--- config.mk ---
export PLATFORM = sky130hd
export DESIGN_NAME = if_stage
export DESIGN_NICKNAME = d
export VERILOG_FILES = /design/src/rtl/if_stage.sv
export SDC_FILE = /design/constraint.sdc
export NUM_CORES = 1
export LEC_CHECK = 0
export ABC_AREA = 1
export BUFFER_PORTS_ARGS = -buffer_cell sky130_fd_sc_hd__buf_2
export CORE_UTILIZATION = 52
export CTS_BUF_LIST = sky130_fd_sc_hd__clkbuf_4
export CTS_CLUSTER_DIAMETER = 30
export DETAILED_ROUTE_END_ITERATION = 8
export PLACE_DENSITY = 0.86
export SLEW_MARGIN = 20
export SYNTH_ARGS = -nofsm -noshare
export SYNTH_HDL_FRONTEND = slang
export SYNTH_SLANG_ARGS = --single-unit
--- constraint.sdc ---
create_clock -name clock -period 1.6 [get_ports clock]
set_input_delay 0.16 -clock clock [delete_from_list [all_inputs] [get_ports clock]]
set_output_delay 0.16 -clock clock [all_outputs]
set_load 0.05 [all_outputs]
--- src/rtl/if_stage.sv ---
// Instruction-fetch stage: owns the PC, runs the instruction-memory req/ack handshake and
// feeds IF/ID, with a one-entry skid buffer for stalls and a redirect register for flushes.
module if_stage #(
    parameter int unsigned              PC_WIDTH   = 11,
    parameter int unsigned              INST_WIDTH = 32,
    parameter logic [PC_WIDTH-1:0]      RESET_PC   = '0,
    parameter logic [INST_WIDTH-1:0]    NOP        = '0
) (
    input  logic                    clock,
    input  logic                    reset_n,
    input  logic                    stall,
    input  logic                    branch_taken,
    input  logic [PC_WIDTH-1:0]     branch_target,
    output logic                    mem_req,
    output logic [PC_WIDTH-1:0]     mem_addr,
    input  logic                    mem_ack,
    input  logic [INST_WIDTH-1:0]   mem_rdata,
    output logic [INST_WIDTH-1:0]   instruccion,
    output logic [PC_WIDTH-1:0]     pc_out,
    output logic                    valid
);

    typedef enum logic [1:0] {StFetch, StHold, StDrain} state_e;

    state_e                  r_state, w_state_next;
    logic [PC_WIDTH-1:0]     r_pc, w_pc_next;
    logic [INST_WIDTH-1:0]   r_inst, w_inst_next;
    logic [PC_WIDTH-1:0]     r_pc_out, w_pc_out_next;
    logic                    r_valid, w_valid_next;
    logic [INST_WIDTH-1:0]   r_skid_inst, w_skid_inst_next;
    logic [PC_WIDTH-1:0]     r_skid_pc, w_skid_pc_next;
    logic [PC_WIDTH-1:0]     r_redirect, w_redirect_next;

    logic [PC_WIDTH-1:0]     w_pc_inc;
    logic [PC_WIDTH-1:0]     w_target;

    // Wraps modulo 2^PC_WIDTH by construction.
    assign w_pc_inc = r_pc + PC_WIDTH'(4);
    assign w_target = {branch_target[PC_WIDTH-1:2], 2'b00};

    // Request stays up in FETCH/DRAIN until acked; it is only ever dropped by HOLD or reset.
    assign mem_req     = reset_n && (r_state != StHold);
    assign mem_addr    = r_pc;
    assign instruccion = r_inst;
    assign pc_out      = r_pc_out;
    assign valid       = r_valid;

    always_comb begin
        w_state_next     = r_state;
        w_pc_next        = r_pc;
        w_inst_next      = r_inst;
        w_pc_out_next    = r_pc_out;
        w_valid_next     = r_valid;
        w_skid_inst_next = r_skid_inst;
        w_skid_pc_next   = r_skid_pc;
        w_redirect_next  = r_redirect;

        unique case (r_state)
            StFetch: begin
                if (branch_taken) begin
                    w_inst_next  = NOP;
                    w_valid_next = 1'b0;
                    if (mem_ack) begin
                        w_pc_next = w_target;
                    end else begin
                        w_redirect_next = w_target;
                        w_state_next    = StDrain;
                    end
                end else if (mem_ack) begin
                    w_pc_next = w_pc_inc;
                    if (stall) begin
                        w_skid_inst_next = mem_rdata;
                        w_skid_pc_next   = w_pc_inc;
                        w_state_next     = StHold;
                    end else begin
                        w_inst_next   = mem_rdata;
                        w_pc_out_next = w_pc_inc;
                        w_valid_next  = 1'b1;
                    end
                end else if (!stall) begin
                    w_inst_next  = NOP;
                    w_valid_next = 1'b0;
                end
            end
            StHold: begin
                if (branch_taken) begin
                    w_pc_next    = w_target;
                    w_inst_next  = NOP;
                    w_valid_next = 1'b0;
                    w_state_next = StFetch;
                end else if (!stall) begin
                    w_inst_next   = r_skid_inst;
                    w_pc_out_next = r_skid_pc;
                    w_valid_next  = 1'b1;
                    w_state_next  = StFetch;
                end
            end
            StDrain: begin
                w_inst_next  = NOP;
                w_valid_next = 1'b0;
                if (branch_taken) begin
                    w_redirect_next = w_target;
                end
                // The in-flight word belongs to the squashed path; only its ack matters.
                if (mem_ack) begin
                    w_pc_next    = branch_taken ? w_target : r_redirect;
                    w_state_next = StFetch;
                end
            end
            default: begin
                w_state_next = StFetch;
            end
        endcase
    end

    always_ff @(posedge clock or negedge reset_n) begin
        if (!reset_n) begin
            r_state     <= StFetch;
            r_pc        <= RESET_PC;
            r_inst      <= NOP;
            r_pc_out    <= '0;
            r_valid     <= 1'b0;
            r_skid_inst <= '0;
            r_skid_pc   <= '0;
            r_redirect  <= '0;
        end else begin
            r_state     <= w_state_next;
            r_pc        <= w_pc_next;
            r_inst      <= w_inst_next;
            r_pc_out    <= w_pc_out_next;
            r_valid     <= w_valid_next;
            r_skid_inst <= w_skid_inst_next;
            r_skid_pc   <= w_skid_pc_next;
            r_redirect  <= w_redirect_next;
        end
    end

endmodule
Word level (Yosys, flattened, before mapping)
Cells that the tools add are included.
Widths: inputs -> output; s select.

word-level totals
  register bits after elaboration = 111
  input port bits = 48
  output and inout port bits = 56

operators by class
  add/subtract/negate cells = 1
  equal/unequal tests = 18
  muxes and demuxes = 37
  bitwise logic cells = 1
  reductions and logical operators = 12

operators with widths
  operator               count
  $mux 32                6
  $mux 11                13
  $pmux 32 s3            1
  $pmux 11 s2            2
  $pmux 11 s3            1
  $ne 2x2->1 const B     9
  $ne 3x3->1 const B     5
  $mux 2                 7
  $add 11x3->11 const B  1
  $reduce_and 4->1       2
  $pmux 2 s3             1
  $reduce_and 3->1       2
  $reduce_and 6->1       1
  $mux 1                 5
  $reduce_and 5->1       1
  $ne 4x4->1 const B     1
  $reduce_bool 2->1      2
  $pmux 1 s3             1
  $reduce_bool 3->1      1
  $eq 2x1->1 const B     1
  $eq 2x2->1 const B     1
  $logic_not 2->1        1
  $ne 2x1->1 const B     1
  $reduce_and 2->1       1
  2 further kinds        2

Longest topological paths before layout
Gate-level depths: netlist of the first run.

  word-level depth = 5
  gate-level depth with buffers = 10

Worst setup path after synthesis of the first run
No wires, ideal clock.

  path type = register to output
  start point = register r_state[1]
  end point = output mem_req
  arrival = 1.671 ns
  data required time = 1.440 ns
  slack = -0.231 ns
  stages on the path, launching flop included = 6
  path buffers = 2
  cells stage by stage = dfrtp_1 > inv_1 > ha_1 > buf_2 > clkbuf_1 > nor2_1

between the ends
  longest elaborated chain between the ends = 2

RTL lines
  item                    line  source
  start, declared         25    state_e r_state, w_state_next;
  start signal, assigned  118   r_state <= StFetch;
  start signal, assigned  127   r_state <= w_state_next;
  $ne 2x1->1              42    assign mem_req = reset_n && (r_state != StHold);
  $logic_and 1x1->1       42
  end, declared           14    output logic mem_req,

No other way between the ends.

Final worst setup path of the first run
  start point = register r_state[0]
  end point = output mem_req

The elaborated chain is that of the path after synthesis.

==> results by group, run 1 <==
Routing
  – 1st-pass router iterations: 7
  – Final wirelength: approximately 15000 um
  – DR vias: 5314
  – Post-route DRC: 0
  – WL met2: approximately 7100 um
  – Avg Vias per Cell: approximately 5.4
  – Final antenna-violating net count: 0
  – Met3 wire length: 953 um
  – Highest Signal Layer: met4
  – 1st-iter DRT viols: ~440
  – M1 WL: 6190 um
  – Wire length per cell: roughly 15 um

Cells and area
  – Diodes inserted: 0
  – Final Util: around 70%
  – Final net count: 906
  – Share of cells above drive strength 1: 23.6%
  – # fillers: roughly 760
  – Area growth, synth to finish: 29.8%

Hold path
  – Min-Delay Path Class: in2reg
  – Min-delay src: branch_taken

Clock tree
  – CTS Buf Count: 9
  – CTS max path bufs: 2
  – Clock latency on the worst-skew pair: around 0.48 ns
  – Root Driver: clkbuf_4
  – Level count of the clock H-tree: 3
  – Clk slew on worst S/H paths: 0.17 ns
  – Clk sinks: approximately 110
  – CTS tree: built

Outcome
  – Failing checks: setup timing
  – Status: complete, but fails checks

Pwr
  – Leak pwr: between 3 and 4 nW
  – Max VDD drop: ~0.0013 V
  – Power Total: between 10 and 15 mW
  – Power Density: about 1800 nW/um2

STA
  – Tmin final: between 1.5 and 2 ns
  – Max-slew violations: 0
  – Relative max-transition margin: between 60% and 70%
  – Final setup viols: 27
  – Tcrit/Tclk final: 108%
  – Final hold vios: 0
  – Hold slack final: around 0.07 ns
  – RSZ-0062 raised after global routing: yes
  – Setup TNS: -1.48 ns
  – Final worst slack: -0.124 ns
  – Clock skew after layout: approximately 0.023 ns
  – Least-Margin Pin Slew: about 0.56 ns
  – Peak Freq: about 580 MHz

Critical path
  – Crit Path Max Fanout: 2
  – WP data arrival: around 1.6 ns
  – Critical Path RT: roughly 1.4 ns
  – Critical path class: reg2out
  – Crit path launch type: register
  – Reg-to-reg critical path startpoint: r_state[0]
  – Endpoint type of the worst setup path: output port
  – CP Launch Point: r_state[0]

Yosys
  – Cell Area, Synth: between 5000 and 6000 um2
  – Synth area leaders: dfrtp_1 (50%), nand2_1 (11%), o21ai_0 (8.7%), nand3_1 (7.2%), inv_1 (6.1%)
  – Ys async rst share: 100%
  – Post-synth net total: 754
  – Dominant cell type by area after synthesis: dfrtp_1
  – FF+latch count, synth: approximately 110
  – Synth cell types: 31
  – Number of enable flip-flop cells after synthesis: 0
  – Post-Synthesis Cells: 699
  – Synth top area share: ~50%
  – Dominant synthesized flop cell: dfrtp_1
  – Sequential share of the synthesized area: about half
  – Mapped Avg Cell Area: around 8 um2
  – Ys Warns: 0

Floorplanning
  – Die ar.: about 11000 um2
  – IO Count: 104
  – Initial Utilization: a little over half
  – Die Wd: ~110 um
  – Die H: roughly 110 um
  – CORE AREA: 10300 um2
  – Core Rows: 37

Placed design
  – Routability congestion estimate: around 0.88
  – Post-place setup slack: -0.0766 ns
  – HPWL Detailed: around 8400 um
  – IO buf count: just over 100

Global routing
  – GRT Resource Usage Total: 25.0%
  – Number of global-route vias before repair: 4856
  – Largest net degree at the start of global routing: ~110
  – Grt ovf: 0
  – Global-route wire length before repair: ~22000 um
  – Antenna violations before repair: 0

Flow run
  – Max-cap viol count: 0
[through the flow]
step / instances / cell area (um2)
floorplan: 699 / 5550
global placement: 921 / 6300
detailed placement: 921 / 6300
CTS: 985 / 6970
global route: 992 / 7200
finish: 992 / 7200
[flip-flops by register name, indices dropped and copies added (netlist names)]
name,cells
r_skid_pc,11
r_state,2
valid,1
r_redirect,11
pc_out,11
instruccion,32
r_skid_inst,32
mem_addr,11
[where the power goes]
group / leakage, nW / internal, mW / switching, mW
Clock: 0.0769 / 0.500 / 0.992
Sequential: 1.43 / 3.84 / 0.617
Combinational: 2.09 / 2.50 / 4.78
[final cells by class]
cell class / instances / area, um2 / share of cell area [%]
repair buffers: 177 / 1400 / 19.5
flip-flops and latches: 111 / 2780 / 38.6
clock buffers: 9 / 67.6 / 0.939
multi-input cells: 454 / 2310 / 32.2
clock inverters: 7 / 78.8 / 1.10
inverters: 98 / 383 / 5.32
well taps: 136 / 170 / 2.36
[cells in the mapped netlist (3+ instances only)]
master and count:
nand2_1 159, dfrtp_1 111, o21ai_0 96, inv_1 90, nand3_1 80, o21ai_1 43
nor2_1 25, buf_2 19, a21oi_1 17, clkbuf_1 11, ha_1 7, inv_2 6
buf_4 4, nand2_2 4, buf_6 3, nand2_4 3
[cells in the final DEF (no fill, tap or decap), types with 8 or more instances in the layout]
cell	netlist	routed
a21oi_1	17	16
o21ai_0	96	63
dlygate4sd3_1	0	42
buf_12	0	9
nand2_1	159	156
nand2_2	4	8
nand3_1	80	77
nor2_1	25	19
o21ai_1	43	73
buf_4	4	14
buf_2	19	99
clkbuf_4	0	9
dfrtp_1	111	109
inv_1	90	86
[worst max-delay path, cell delays in order (launching register included)]
cell and delay, ns:
dfrtp_1 0.43, buf_6 0.14, ha_4 0.16, buf_8 0.12, nor2_4 0.10, buf_8 0.15
[metal layers]
layer	GRT usage, %	vias up
li1	-	2549
met1	33.9	2498
met2	41.1	226
met3	3.53	41
met4	9.46	0
met5	0	-
[path summary, 6_finish.rpt]
check	slack, ns	cells after the start	endpoint
max	-0.12	5	mem_req
min	0.07	3	r_state[1]
max reg2reg	-0.10	10	pc_out[5]
min reg2reg	0.50	2	pc_out[1]
max in group asynchronous	0.77	3	mem_addr[3]
min in group asynchronous	0.40	3	instruccion[31]
[cells by family (layout without fill, tap and decap cells)]
logic type / Yosys count / after routing / share of synthesized area, %
buffers and inverters: 136 / 291 / 10.4
flip-flops: 111 / 111 / 50.1
adder cells (fa/ha/maj): 7 / 7 / 1.58
AND/OR/NAND/NOR: 275 / 277 / 21.4
XOR/XNOR: 3 / 3 / 0.474
AO/OA/AOI/OAI: 167 / 167 / 16.0
[repair_timing]
item | in CTS | in global routing
endpoints found under the setup margin | 73 | 103
resized for setup | 20 | 58
gates cloned | 2 | 6
buffers inserted | 4 | 1
hold endpoints to repair | 152 | 0
pin swaps | 5 | 11
hold buffers | 42 | 0
(Power assumes the default switching activity.)
==> run 2: changes to the inputs <==
--- a/config.mk
+++ b/config.mk
@@ -7,11 +7,11 @@
 export LEC_CHECK = 0
 export ABC_AREA = 1
 export BUFFER_PORTS_ARGS = -buffer_cell sky130_fd_sc_hd__buf_2
-export CORE_UTILIZATION = 52
+export CORE_UTILIZATION = 55
 export CTS_BUF_LIST = sky130_fd_sc_hd__clkbuf_4
 export CTS_CLUSTER_DIAMETER = 30
 export DETAILED_ROUTE_END_ITERATION = 8
-export PLACE_DENSITY = 0.86
+export PLACE_DENSITY = 0.87
 export SLEW_MARGIN = 20
 export SYNTH_ARGS = -nofsm -noshare
 export SYNTH_HDL_FRONTEND = slang
==> constraint.sdc (replaced) <==
create_clock -name clock -period 2.15 [get_ports clock]
set_input_delay 0.215 -clock clock [delete_from_list [all_inputs] [get_ports clock]]
set_output_delay 0.215 -clock clock [all_outputs]
set_load 0.05 [all_outputs]
==> run 2 against run 1 <==
  * The run now ends clean
  * Non-clock buffer count shrank 25
  * Sequential cell count did not move
  * Count of clock-buffer cells in the layout rose by 2
  * First-iteration DRC count down 12%
  * Register-to-register slack improved by 0.37 ns
  * Final cell count down 3.0%
==> results by group, run 2 (synthesized netlist as in run 1, its figures left out) <==
Clock tree
  – CTS tree: built (unchanged)
  – Clk sinks: 111 (unchanged)
  – Root Driver: clkbuf_4 (unchanged)
  – CTS max path bufs: 2 (unchanged)
  – Clock latency on the worst-skew pair: 0.49 ns (was 0.48 ns)
  – CTS Buf Count: 9 (unchanged)
  – Clk slew on worst S/H paths: 0.15 ns (was 0.17 ns)
  – Level count of the clock H-tree: 3 (unchanged)

Floorplanning
  – Die ar.: 10500 um2 (was 11100 um2)
  – Die H: 102 um (was 105 um)
  – Core Rows: 36 (was 37)
  – IO Count: 104 (unchanged)
  – Die Wd: 102 um (was 105 um)
  – CORE AREA: 9770 um2 (was 10300 um2)
  – Initial Utilization: 56.7% (was 53.7%)

Pwr
  – Leak pwr: 3.38 nW (was 3.60 nW)
  – Power Density: 1330 nW/um2 (was 1840 nW/um2)
  – Max VDD drop: 0.000556 V (was 0.00130 V)

Cells and area
  – Share of cells above drive strength 1: 18.6% (was 23.6%)
  – Area growth, synth to finish: 20.0% (was 29.8%)
  – Diodes inserted: 0 (unchanged)
  – Final net count: 879 (was 906)
  – Most common cell after layout, fill and taps aside: nand2_1 (unchanged)
  – Area of the multi-input gates: 2190 um2 (was 2310 um2)
  – Most frequent cells in the layout: nand2_1 (159), dfrtp_1 (111), buf_2 (99) (was nand2_1 (156), dfrtp_1 (109), buf_2 (99))
  – # fillers: 777 (was 761)
  – Storage element area: 2780 um2 (about the same)

STA
  – Tmin final: approximately 2 ns
  – Final worst slack: 0.126 ns (was -0.124 ns)
  – Final hold vios: 0 (unchanged)
  – RSZ-0062 raised after global routing: no (was yes)
  – Tcrit/Tclk final: between 90% and 100%
  – Setup TNS: 0 ns (was -1.48 ns)
  – Hold slack final: 0.00407 ns (was 0.0701 ns)
  – Max-slew violations: 0 (unchanged)
  – Relative max-transition margin: 57.1% (was 62.6%)
  – Clock skew after layout: 0.0239 ns (was 0.0230 ns)
  – Final setup viols: 0 (was 27)
  – Least-Margin Pin Slew: 0.643 ns (was 0.561 ns)
  – Peak Freq: 494 MHz

Critical path
  – CP most frequent cell: buf_6 (was buf_8)
  – Slowest CP cell: dfrtp_1 (unchanged)
  – Critical Path RT: 1.93 ns (was 1.44 ns)
  – Buf+Inv Stages, Crit Path: 4 (was 3)
  – Reg2Reg Setup Slack: 0.27 ns (was -0.10 ns)
  – Worst-path cell chain: inv_1, buf_4, ha_1, buf_6, nor2_2, buf_6 (was buf_6, ha_4, buf_8, nor2_4, buf_8)
  – Endpoint type of the worst setup path: output port (unchanged)
  – Worst setup path end: mem_req (unchanged)
  – CP peak stage delay: 0.39 ns (was 0.43 ns)
  – WP data arrival: 1.81 ns (was 1.56 ns)
  – Crit Path Max Fanout: 22 (was 2)
  – CP Launch Point: r_state[1] (was r_state[0])
  – Reg-to-reg critical path startpoint: r_state[0] (unchanged)
  – CP top delay family: buffers and inverters (was flip-flops)
  – Worst reg2reg endpoint: instruccion[5] (was pc_out[5])
  – Critical path depth: 6 (was 5)
  – Critical path class: reg2out (unchanged)
  – Crit path launch type: register (unchanged)
  – Worst r2r path cells: 7 (was 10)

Global routing
  – GR Layer Usage met2: 46.1% (was 41.1%)
  – Largest net degree at the start of global routing: 112 (unchanged)
  – GR peak layer: met2 (unchanged)
  – Antenna violations before repair: 0 (unchanged)
  – GRT Resource Usage Total: 27.7% (was 25.0%)
  – Met1 usage: 36.1% (was 33.9%)
  – Global-route wire length before repair: 22600 um (was 22400 um)
  – Global Route met3 Usage: 4.72% (was 3.53%)
  – Grt ovf: 0 (unchanged)
  – Number of global-route vias before repair: 4908 (was 4856)

Routing
  – Avg Vias per Cell: 5.34 (was 5.36)
  – 1st-pass router iterations: 6 (was 7)
  – Post-route DRC: 0 (unchanged)
  – DR vias: 5140 (was 5314)
  – Wire length per cell: 14.1 um (was 14.9 um)
  – 1st-iter DRT viols: 392 (was 444)
  – Final wirelength: 13600 um (was 14800 um)
  – Final antenna-violating net count: 0 (unchanged)

Outcome
  – Status: finished, final reports clean (was complete, but fails checks)

Placed design
  – Post-place setup slack: 0.0698 ns (was -0.0766 ns)
  – HPWL Detailed: 8920 um (was 8430 um)
  – IO buf count: 101 (unchanged)
  – Routability congestion estimate: 0.902 (was 0.878)

Flow run
  – Max-cap viol count: 0 (unchanged)

Hold path
  – Min-Delay Path Class: in2reg (unchanged)
  – Min-delay src: branch_target[9] (was branch_taken)
-- run 2: final cells by class --
cell class | count | share of cell area, %
Clock buffer | 11 | 1.24
Clock inverter | 5 | 0.602
Inverter | 98 | 5.68
Multi-Input combinational cell | 452 | 32.9
Sequential cell | 111 | 41.7
Tap cell | 133 | 2.50
Timing Repair Buffer | 152 | 15.3
-- run 2: power breakdown --
group / internal, mW / switching [mW]
clock: 0.278 / 0.697
sequential: 2.86 / 0.474
combinational: 1.31 / 3.27
-- run 2: repair_timing --
item | CTS | global route
hold buffers | 38 | 0
resized for setup | 1 | 4
setup endpoints to repair | 1 | 37
endpoints found under the hold margin | 148 | 0
setup buffers | 1 | 0
-- run 2: layer usage --
| layer | share of wire, % | vias up |
|---|---|---|
| met5 | 0 | - |
| met4 | 2.2 | 0 |
| met3 | 5.7 | 32 |
| met2 | 49 | 210 |
| met1 | 43 | 2399 |
| li1 | - | 2499 |
-- run 2: through the flow --
| step | total power, mW | instances | area, um2 | util (%) |
|---|---|---|---|---|
| floorplan | 6.72 | 699 | 5540 | - |
| global placement | 7.57 | 907 | 6130 | 62.7 |
| detailed placement | 7.78 | 907 | 6130 | 62.7 |
| CTS | 8.82 | 962 | 6640 | 68.0 |
| global route | 9.56 | 962 | 6660 | 68.1 |
| finish | 8.88 | 962 | 6660 | 68.1 |
-- run 2: how the worst min path moves through the flow --
stage	to	cells after the start	slack [ns]
floorplan	instruccion[0]	0	-0.08
global placement	instruccion[21]	2	0.38
detailed placement	instruccion[19]	2	0.39
CTS	r_skid_inst[6]	3	0.006
global route	r_redirect[5]	3	0.004
finish	r_redirect[9]	3	0.004
-- run 2: tightest hold or removal path, stage by stage --
cell and delay [ns]:
buf_2 0.11, nand2_1 0.05, o21ai_1 0.07
